File: src/rtl/start_fifo_srl_ctrl_if.sv
// Handshake bundle for one start-token FIFO.
//
// Carries the producer side (if_write/if_write_ce/if_din/if_full_n), the
// consumer side (if_read/if_read_ce/if_dout/if_empty_n), the occupancy
// readouts (if_num_data_valid, if_fifo_cap) and the link to the external
// SRL storage array (srl_we/srl_din/srl_addr/srl_dout).
//
// Handshake semantics: a write is accepted on a rising clk edge when
// if_write & if_write_ce & if_full_n are all high; a read is accepted when
// if_read & if_read_ce & if_empty_n are all high. if_full_n and if_empty_n
// are registered, so neither request can combinationally affect them.
//
// Modports:
//   slave  - the FIFO controller
//   master - the surrounding producer, consumer and SRL storage
interface start_fifo_srl_ctrl_if #(
    parameter int DATA_WIDTH = 1,
    parameter int ADDR_WIDTH = 1
);
    logic                  if_write;
    logic                  if_write_ce;
    logic [DATA_WIDTH-1:0] if_din;
    logic                  if_full_n;
    logic                  if_read;
    logic                  if_read_ce;
    logic [DATA_WIDTH-1:0] if_dout;
    logic                  if_empty_n;
    logic [ADDR_WIDTH:0]   if_num_data_valid;
    logic [ADDR_WIDTH:0]   if_fifo_cap;
    logic                  srl_we;
    logic [DATA_WIDTH-1:0] srl_din;
    logic [ADDR_WIDTH-1:0] srl_addr;
    logic [DATA_WIDTH-1:0] srl_dout;

    modport slave (
        input  if_write, if_write_ce, if_din,
        input  if_read, if_read_ce,
        input  srl_dout,
        output if_full_n, if_dout, if_empty_n,
        output if_num_data_valid, if_fifo_cap,
        output srl_we, srl_din, srl_addr
    );

    modport master (
        output if_write, if_write_ce, if_din,
        output if_read, if_read_ce,
        output srl_dout,
        input  if_full_n, if_dout, if_empty_n,
        input  if_num_data_valid, if_fifo_cap,
        input  srl_we, srl_din, srl_addr
    );
endinterface

File: src/rtl/start_fifo_srl_ctrl.sv
// Control and read side of a shift-register start-token FIFO.
//
// Tracks occupancy, drives the shift enable and read address of an external
// SRL array (slot 0 = newest entry, oldest entry at slot count-1) and returns
// the SRL read data to the consumer as a first-word-fall-through stream.
//
// Ports:
//   clk       - rising-edge clock
//   reset     - asynchronous, active-high reset
//   bus       - handshake/SRL bundle (slave modport)
//   dbg_state - current FSM state (0 EMPTY, 1 PARTIAL, 2 FULL)
module start_fifo_srl_ctrl #(
    parameter int DATA_WIDTH = 1,
    parameter int ADDR_WIDTH = 1,
    parameter int DEPTH      = 2
) (
    input  logic                        clk,
    input  logic                        reset,
    start_fifo_srl_ctrl_if.slave        bus,
    output logic [1:0]                  dbg_state
);
    typedef enum logic [1:0] {
        ST_EMPTY   = 2'd0,
        ST_PARTIAL = 2'd1,
        ST_FULL    = 2'd2
    } state_t;

    localparam logic [ADDR_WIDTH:0] CNT_ONE = (ADDR_WIDTH+1)'(1);
    localparam logic [ADDR_WIDTH:0] CNT_TWO = (ADDR_WIDTH+1)'(2);
    localparam logic [ADDR_WIDTH:0] CNT_DM1 = (ADDR_WIDTH+1)'(DEPTH - 1);
    localparam logic [ADDR_WIDTH:0] CNT_CAP = (ADDR_WIDTH+1)'(DEPTH);

    state_t                state_q, state_d;
    logic [ADDR_WIDTH:0]   count_q, count_d;
    logic [ADDR_WIDTH-1:0] addr_q, addr_d;
    logic                  empty_n_q, full_n_q;
    logic                  push, pop;

    // Requests are also masked while reset is held, so a producer that keeps
    // if_write high during reset cannot shift the SRL before release.
    assign push = bus.if_write & bus.if_write_ce & full_n_q & ~reset;
    assign pop  = bus.if_read  & bus.if_read_ce  & empty_n_q & ~reset;

    always_comb begin
        state_d = state_q;
        count_d = count_q;
        addr_d  = addr_q;
        case (state_q)
            ST_EMPTY: begin
                if (push) begin
                    count_d = CNT_ONE;
                    addr_d  = '0;
                    state_d = (DEPTH == 1) ? ST_FULL : ST_PARTIAL;
                end
            end
            ST_PARTIAL: begin
                // Push+pop together leaves count and address alone: the shift
                // moves the next-oldest entry into the slot just vacated.
                if (push && !pop) begin
                    count_d = count_q + CNT_ONE;
                    addr_d  = count_q[ADDR_WIDTH-1:0];
                    if (count_q == CNT_DM1) state_d = ST_FULL;
                end else if (pop && !push) begin
                    count_d = count_q - CNT_ONE;
                    addr_d  = (count_q > CNT_ONE) ? ADDR_WIDTH'(count_q - CNT_TWO) : '0;
                    if (count_q == CNT_ONE) state_d = ST_EMPTY;
                end
            end
            ST_FULL: begin
                // push is already blocked by full_n_q here
                if (pop) begin
                    count_d = count_q - CNT_ONE;
                    addr_d  = (count_q > CNT_ONE) ? ADDR_WIDTH'(count_q - CNT_TWO) : '0;
                    state_d = (DEPTH == 1) ? ST_EMPTY : ST_PARTIAL;
                end
            end
            default: begin
                state_d = ST_EMPTY;
                count_d = '0;
                addr_d  = '0;
            end
        endcase
    end

    always_ff @(posedge clk or posedge reset) begin
        if (reset) begin
            state_q   <= ST_EMPTY;
            count_q   <= '0;
            addr_q    <= '0;
            empty_n_q <= 1'b0;
            full_n_q  <= 1'b1;
        end else begin
            state_q   <= state_d;
            count_q   <= count_d;
            addr_q    <= addr_d;
            empty_n_q <= (state_d != ST_EMPTY);
            full_n_q  <= (state_d != ST_FULL);
        end
    end

    assign bus.srl_we            = push;
    assign bus.srl_din           = bus.if_din[DATA_WIDTH-1:0];
    assign bus.srl_addr          = addr_q;
    assign bus.if_dout           = bus.srl_dout;
    assign bus.if_empty_n        = empty_n_q;
    assign bus.if_full_n         = full_n_q;
    assign bus.if_num_data_valid = count_q;
    assign bus.if_fifo_cap       = CNT_CAP;
    assign dbg_state             = state_q;
endmodule

File: src/flat_wrapper.sv
// flat-port wrapper written by rule: the top's interface ports become plain ports
module start_fifo_srl_ctrl_flat 
#(
    parameter int DATA_WIDTH = 1,
    parameter int ADDR_WIDTH = 1,
    parameter int DEPTH      = 2
)
  (clk, reset, dbg_state, bus_if_write, bus_if_write_ce, bus_if_din, bus_if_read, bus_if_read_ce, bus_srl_dout, bus_if_full_n, bus_if_dout, bus_if_empty_n, bus_if_num_data_valid, bus_if_fifo_cap, bus_srl_we, bus_srl_din, bus_srl_addr);
  start_fifo_srl_ctrl_if #(.DATA_WIDTH(DATA_WIDTH), .ADDR_WIDTH(ADDR_WIDTH)) bus_i ();
  input  logic clk;
  input  logic reset;
  output logic [1:0] dbg_state;
  input wire logic [$bits(bus_i.if_write)-1:0] bus_if_write;
  input wire logic [$bits(bus_i.if_write_ce)-1:0] bus_if_write_ce;
  input wire logic [$bits(bus_i.if_din)-1:0] bus_if_din;
  input wire logic [$bits(bus_i.if_read)-1:0] bus_if_read;
  input wire logic [$bits(bus_i.if_read_ce)-1:0] bus_if_read_ce;
  input wire logic [$bits(bus_i.srl_dout)-1:0] bus_srl_dout;
  output wire logic [$bits(bus_i.if_full_n)-1:0] bus_if_full_n;
  output wire logic [$bits(bus_i.if_dout)-1:0] bus_if_dout;
  output wire logic [$bits(bus_i.if_empty_n)-1:0] bus_if_empty_n;
  output wire logic [$bits(bus_i.if_num_data_valid)-1:0] bus_if_num_data_valid;
  output wire logic [$bits(bus_i.if_fifo_cap)-1:0] bus_if_fifo_cap;
  output wire logic [$bits(bus_i.srl_we)-1:0] bus_srl_we;
  output wire logic [$bits(bus_i.srl_din)-1:0] bus_srl_din;
  output wire logic [$bits(bus_i.srl_addr)-1:0] bus_srl_addr;
  assign bus_i.if_write = bus_if_write;
  assign bus_i.if_write_ce = bus_if_write_ce;
  assign bus_i.if_din = bus_if_din;
  assign bus_i.if_read = bus_if_read;
  assign bus_i.if_read_ce = bus_if_read_ce;
  assign bus_i.srl_dout = bus_srl_dout;
  assign bus_if_full_n = bus_i.if_full_n;
  assign bus_if_dout = bus_i.if_dout;
  assign bus_if_empty_n = bus_i.if_empty_n;
  assign bus_if_num_data_valid = bus_i.if_num_data_valid;
  assign bus_if_fifo_cap = bus_i.if_fifo_cap;
  assign bus_srl_we = bus_i.srl_we;
  assign bus_srl_din = bus_i.srl_din;
  assign bus_srl_addr = bus_i.srl_addr;
  start_fifo_srl_ctrl #(.DATA_WIDTH(DATA_WIDTH), .ADDR_WIDTH(ADDR_WIDTH), .DEPTH(DEPTH)) u_core (.clk(clk), .reset(reset), .bus(bus_i), .dbg_state(dbg_state));
endmodule
File: config.mk
export PLATFORM = sky130hd
export DESIGN_NAME = start_fifo_srl_ctrl_flat
export DESIGN_NICKNAME = d
export VERILOG_FILES = /design/src/rtl/start_fifo_srl_ctrl_if.sv /design/src/rtl/start_fifo_srl_ctrl.sv /design/src/flat_wrapper.sv
export SDC_FILE = /design/constraint.sdc
export NUM_CORES = 1
export LEC_CHECK = 0
export CORE_MARGIN = 4
export CORE_UTILIZATION = 25
export CTS_CLUSTER_SIZE = 10
export DETAILED_ROUTE_END_ITERATION = 12
export GPL_ROUTABILITY_DRIVEN = 1
export GPL_TIMING_DRIVEN = 1
export PLACE_DENSITY = 0.62
export SKIP_LAST_GASP = 1
export SLEW_MARGIN = 20
export SYNTH_ARGS = -nofsm -noshare
export SYNTH_HDL_FRONTEND = slang
export SYNTH_SLANG_ARGS = --single-unit
File: constraint.sdc
create_clock -name clk -period 1.58 [get_ports clk]
set_clock_uncertainty 0.05 [all_clocks]
set_input_delay 0.237 -clock clk [delete_from_list [all_inputs] [get_ports clk]]
set_output_delay 0.237 -clock clk [all_outputs]
set_load 0.01 [all_outputs]
==> results_dict.tcl, run 1 <==
set metrics [dict create \
    switching_share_pct 41.88 \
    p_seq_share_pct 20.0 \
    cp.arrival_ns 1.71 \
    p_comb_share_pct 70.7 \
    p_sw_mw 0.7048 \
    drtPass1Iterations 4 \
    critical_path.max_fanout 3 \
    maxCapViolations 0 \
    postCtsHoldBufs 0 \
    p_leak_nw 0.4874 \
    fill_cells 214 \
    outcome "finished with violations" \
    clock_path_buffers 2 \
    synthesis.area_um2 611.8 \
    dieArea_um2 3303 \
    final_cell_mix "buf_4 (15), nand3_1 (5), dfrtp_1 (5)" \
    gp_congestion 0.9061 \
    clk_latency_ns 0.24 \
    final_common_cell "buf_4" \
    yosysSeqAreaShare_pct 28.83 \
    nets 107 \
    antenna_found_initial 0 \
    period_minus_slack_ns 1.629 \
    dieHeight_um 57.47 \
    ir_drop_mv 0.8585 \
    violations "setup timing" \
    holdCritPathClass "in2async" \
    wl_mm 1.715 \
    n_antenna_cell 0 \
    max_freq_mhz 613.8 \
    vias 575 \
    io_pins 20 \
    pwr-share-clk_pct 9.3 \
    power_density_nw_per_um2 1698 \
    hold_ws_ns 0.05823 \
    cts_root_buffer "clkbuf_4" \
    worst_path_max_delay_cell "dfstp_2" \
    final_antenna_net_count 0 \
    area_delta_synth_final_pct 61.96 \
    drive_gt1_share_pct 44.57 \
    drc 0 \
    synth_cell_types 32 \
    path_buf_inv 1 \
    portBuffers 13 \
    hold_viol 0 \
    cp_data_required_time_ns 1.66 \
    setup_viol 4 \
    setup_slack_ns -0.04926 \
    rsz0062_at_grt "yes" \
    dp_slack_ns -0.3449 \
    cpPeakStageDelay_ns 0.55 \
    drtIter0Drc 11 \
    worstSetupPathType "reg2reg" \
    slew_violations 0 \
    clock_sinks 7 \
    internal_power_mw 0.9779 \
    dp.cells 114 \
    htreeDepth 1 \
    grt_pass1_wl_mm 2.663 \
    wire_per_inst_um 14.29 \
    synthCells 63 \
    crit_path_start_kind "flop" \
    track_usage_pct 10.71 \
    crit_family "flip-flops" \
    power_mw 1.683 \
    rows 17 \
    avgSynthCellArea_um2 9.712 \
    finalCritPeriodShare_pct 103.1 \
    fin_cells 120 \
    grt_max_degree 8 \
    start_util_pct 26.88 \
    syn-num-nets 77 \
    vias_per_cell 4.792 \
    core_area_um2 2276 \
    critical_path.endpoint_type "flop" \
    ys_ff_latch 7 \
    ys_warn_count 0 \
    placed_area_um2 858.3 \
    cts_buffers 3 \
    die_w_um 57.47 \
    cts_tree "built" \
    grt_pass1_vias 578 \
    critical_path.cell_chain "nand4b_4 -> buf_6 -> a22oi_2 -> o21ai_4 -> mux2_4" \
    clkTransAtPathRegs_ns 0.05 \
    overflow 0 \
    design_area_um2 991.0 \
    dp_hpwl_mm 1.209 \
]
-- timing repair --
action | CTS | global route
setup endpoints to repair | 8 | 7
buffers inserted | 2 | 0
pin swaps | 3 | 4
resized for setup | 13 | 16
-- power by group through the flow --
| stage | Sequential, mW | Clock [mW] | Combinational [mW] |
|---|---|---|---|
| after global routing | 0.347 | 0.170 | 1.28 |
| after detailed placement | 0.326 | 0 | 0.996 |
| after CTS | 0.325 | 0.165 | 1.07 |
| after floorplan | 0.365 | 0 | 0.509 |
| final | 0.337 | 0.157 | 1.19 |
| after global placement | 0.326 | 0 | 0.991 |
-- synthesized netlist by cell type --
library cell / n / area (um2)
dfrtp_1: 6 / 150.1
ha_1: 6 / 75.07
inv_1: 6 / 22.52
nand3_1: 5 / 25.02
buf_4: 4 / 30.03
a21oi_1: 3 / 15.01
nor2_1: 3 / 11.26
o21ai_0: 3 / 15.01
conb_1: 2 / 7.510
mux2_2: 2 / 22.52
nand2_1: 2 / 7.510
a2111o_1: 1 / 11.26
a211o_1: 1 / 8.760
a211oi_1: 1 / 7.510
a22oi_1: 1 / 7.510
a41oi_2: 1 / 16.27
and2_1: 1 / 6.260
and3_1: 1 / 6.260
and4b_1: 1 / 10.01
clkinv_4: 1 / 8.760
dfstp_2: 1 / 26.28
mux2i_1: 1 / 10.01
nand3b_1: 1 / 7.510
nand4b_2: 1 / 15.01
nand4b_4: 1 / 23.77
nor3b_1: 1 / 7.510
o211ai_1: 1 / 7.510
o21ai_2: 1 / 8.760
o21bai_1: 1 / 7.510
o221ai_1: 1 / 8.760
o2bb2ai_1: 1 / 8.760
xnor2_2: 1 / 16.27
-- final cells by class --
| cell class | count | area [um2] | area share, % |
|---|---|---|---|
| multi-input combinational | 45 | 466.7 | 47.10 |
| timing repair buffer | 29 | 254.0 | 25.63 |
| sequential | 7 | 177.7 | 17.93 |
| tap | 28 | 35.03 | 3.535 |
| inverter | 7 | 31.28 | 3.157 |
| clock buffer | 4 | 26.28 | 2.652 |
-- state kept, by name (all words and copies together), names as in the netlist --
signal                        cells
u_core.bus.if_num_data_valid      2
u_core.dbg_state                  2
u_core.bus.if_empty_n             1
u_core.bus.if_full_n              1
u_core.bus.srl_addr               1
-- cells by family after synthesis --
| logic type | synth area share (%) |
|---|---|
| xor+xnor | 2.659 |
| simple gates | 19.63 |
| mux | 5.317 |
| compound gates | 20.04 |
| buf+inv | 10.02 |
| other cells | 1.227 |
| flops | 28.83 |
| fa+ha+maj | 12.27 |
-- final timing paths --
path / end / slack, ns / cells after the start / from
min: u_core.bus.if_empty_n$_DFF_PP0_ / 0.06 / 2 / reset
max: u_core.bus.if_num_data_valid[1]$_DFFE_PP0P_ / -0.05 / 5 / u_core.bus.if_full_n$_DFF_PP1_
min in group clk: bus_if_dout / 0.42 / 0 / bus_srl_dout
max reg2reg: u_core.bus.if_num_data_valid[1]$_DFFE_PP0P_ / -0.05 / 5 / u_core.bus.if_full_n$_DFF_PP1_
min reg2reg: u_core.bus.srl_addr$_DFFE_PP0P_ / 0.48 / 1 / u_core.bus.srl_addr$_DFFE_PP0P_
max in group asynchronous: u_core.bus.if_full_n$_DFF_PP1_ / 1.16 / 2 / reset
-- through the flow --
step / utilization (%) / setup TNS [ns]
global route: 43.54 / -0.3424
floorplan: - / 0
finish: 43.54 / -0.1430
global placement: 37.71 / -1.768
detailed placement: 37.71 / -2.093
CTS: 41.29 / -0.1097
-- per-layer routing --
metal	GRT usage (%)	vias to the layer above	routed length, um
li1	-	285	-
met1	12.57	264	749
met2	17.10	20	829
met3	2.489	6	83
met4	7.285	0	52
met5	0	-	0
Power figures use the tool's default switching activity.
==> inputs of run 2 (changes only) <==
--- a/config.mk
+++ b/config.mk
@@ -11,7 +11,7 @@
 export DETAILED_ROUTE_END_ITERATION = 12
 export GPL_ROUTABILITY_DRIVEN = 1
 export GPL_TIMING_DRIVEN = 1
-export PLACE_DENSITY = 0.62
+export RECOVER_POWER = 50
 export SKIP_LAST_GASP = 1
 export SLEW_MARGIN = 20
 export SYNTH_ARGS = -nofsm -noshare
==> run 2 against run 1 <==
Effect of this change: the run still ends with setup timing left; power down 1.4%; worst hold slack worse by 0.013 ns; via count down 3.5%.
==> results_dict.tcl, run 2 (synthesized netlist as in run 1, its figures left out) <==
set metrics [dict create \
    totalNegativeSetupSlack_ns -0.07154 \
    cp_data_required_time_ns 1.69 \
    cp.arrival_ns 1.74 \
    maxCapViolations 0 \
    clkTransAtPathRegs_ns 0.05 \
    clock_sinks 7 \
    clk_latency_ns 0.24 \
    hold_viol 0 \
    p_sw_mw 0.6607 \
    core_area_um2 2276 \
    violations "setup timing" \
    power_mw 1.660 \
    die_w_um 57.47 \
    rows 17 \
    cts_tree "built" \
    p_comb_share_pct 69.1 \
    vias 555 \
    grt_pass1_vias 562 \
    final_common_cell "buf_4" \
    critical_path.max_fanout 6 \
    wire_per_inst_um 12.44 \
    dp_hpwl_mm 1.168 \
    n_antenna_cell 0 \
    p_leak_nw 0.4618 \
    dieArea_um2 3303 \
    gp_congestion 0.9144 \
    dp.cells 112 \
    holdCritPathClass "in2async" \
    crit_path_start_kind "flop" \
    clock_path_buffers 2 \
    fin_cells 121 \
    drtIter0Drc 4 \
    portBuffers 13 \
    htreeDepth 1 \
    grt_pass1_wl_mm 2.566 \
    max_freq_mhz 613.4 \
    postCtsHoldBufs 0 \
    rsz0062_at_grt "yes" \
    grt_max_degree 8 \
    area_delta_synth_final_pct 57.67 \
    ir_drop_mv 0.7791 \
    regToRegSetupSlack_ns -0.05 \
    slew_violations 0 \
    track_usage_pct 9.599 \
    dp_slack_ns -0.3176 \
    io_pins 20 \
    dieHeight_um 57.47 \
    p_seq_share_pct 21.5 \
    finalCritPeriodShare_pct 103.2 \
    final_antenna_net_count 0 \
    multi_input_area_um2 431.7 \
    hold_ws_ns 0.04558 \
    outcome "finished with violations" \
    start_util_pct 26.88 \
    drtPass1Iterations 2 \
    final_cell_mix "buf_4 (17), clkdlybuf4s50_1 (8), nand3_1 (5)" \
    cts_root_buffer "clkbuf_4" \
    internal_power_mw 0.9992 \
    critical_path.endpoint_type "flop" \
    fill_cells 223 \
    pwr-share-clk_pct 9.4 \
    wl_mm 1.505 \
    power_density_nw_per_um2 1721 \
    nets 108 \
    drive_gt1_share_pct 43.01 \
    vias_per_cell 4.587 \
    setup_viol 3 \
    setup_slack_ns -0.05024 \
    register_area_um2 178.9 \
    r2r_cells 6 \
    antenna_found_initial 0 \
    drc 0 \
    overflow 0 \
    period_minus_slack_ns 1.630 \
    worstSetupPathType "reg2reg" \
    cts_buffers 3 \
    switching_share_pct 39.80 \
]
run 2: layer usage:
| layer | up-vias | wire [um] | part of all wire (%) | global-route usage, % |
|---|---|---|---|---|
| met2 | 7 | 726 | 48 | 14.52 |
| li1 | 285 | - | - | - |
| met1 | 261 | 721 | 48 | 13.78 |
| met5 | - | 0 | 0 | 0 |
| met4 | 0 | 13 | 0.86 | 3.642 |
| met3 | 2 | 43 | 2.9 | 1.131 |
run 2: what timing repair did:
item / CTS / global route
resized for setup: 7 / 9
pin swaps: 3 / 2
setup buffers: 2 / 3
setup endpoints to repair: 6 / 8
run 2: final timing paths:
| kind | startpoint | to |
|---|---|---|
| min in group clk | bus_srl_dout | bus_if_dout |
| worst min-delay path | reset | u_core.bus.srl_addr$_DFFE_PP0P_ |
| worst min register to register | u_core.bus.srl_addr$_DFFE_PP0P_ | u_core.bus.srl_addr$_DFFE_PP0P_ |
| max in group asynchronous | reset | u_core.bus.if_full_n$_DFF_PP1_ |
| worst max-delay path | u_core.dbg_state[1]$_DFF_PP0_ | u_core.bus.if_full_n$_DFF_PP1_ |
| worst max register to register | u_core.dbg_state[1]$_DFF_PP0_ | u_core.bus.if_full_n$_DFF_PP1_ |
run 2: layout make-up:
| type | instances | area share, % |
|---|---|---|
| clock buffer | 4 | 2.724 |
| multi-input combinational | 45 | 44.75 |
| tap | 28 | 3.632 |
| timing repair buffer | 30 | 26.85 |
| sequential | 7 | 18.55 |
| inverter | 7 | 3.502 |
run 2: stage by stage:
step	util [%]	area [um2]
final	42.39	964.7
after floorplan	-	618.1
after global placement	37.05	843.3
after CTS	39.58	900.9
after global routing	42.39	964.7
after detailed placement	37.05	843.3
run 2: worst max-delay path: stages (launching register included):
cell and delay, ns:
dfrtp_2 0.45, inv_2 0.11, ha_4 0.17, inv_2 0.06, a21oi_1 0.17, o21ai_2 0.11, a2111o_1 0.42
run 2: power groups by stage:
| stage | combinational, mW | sequential (mW) | clock [mW] |
|---|---|---|---|
| after floorplan | 0.509 | 0.365 | 0 |
| after global placement | 0.971 | 0.341 | 0 |
| after detailed placement | 0.967 | 0.346 | 0 |
| after CTS | 1.01 | 0.352 | 0.165 |
| after global routing | 1.27 | 0.369 | 0.176 |
| final | 1.15 | 0.358 | 0.156 |
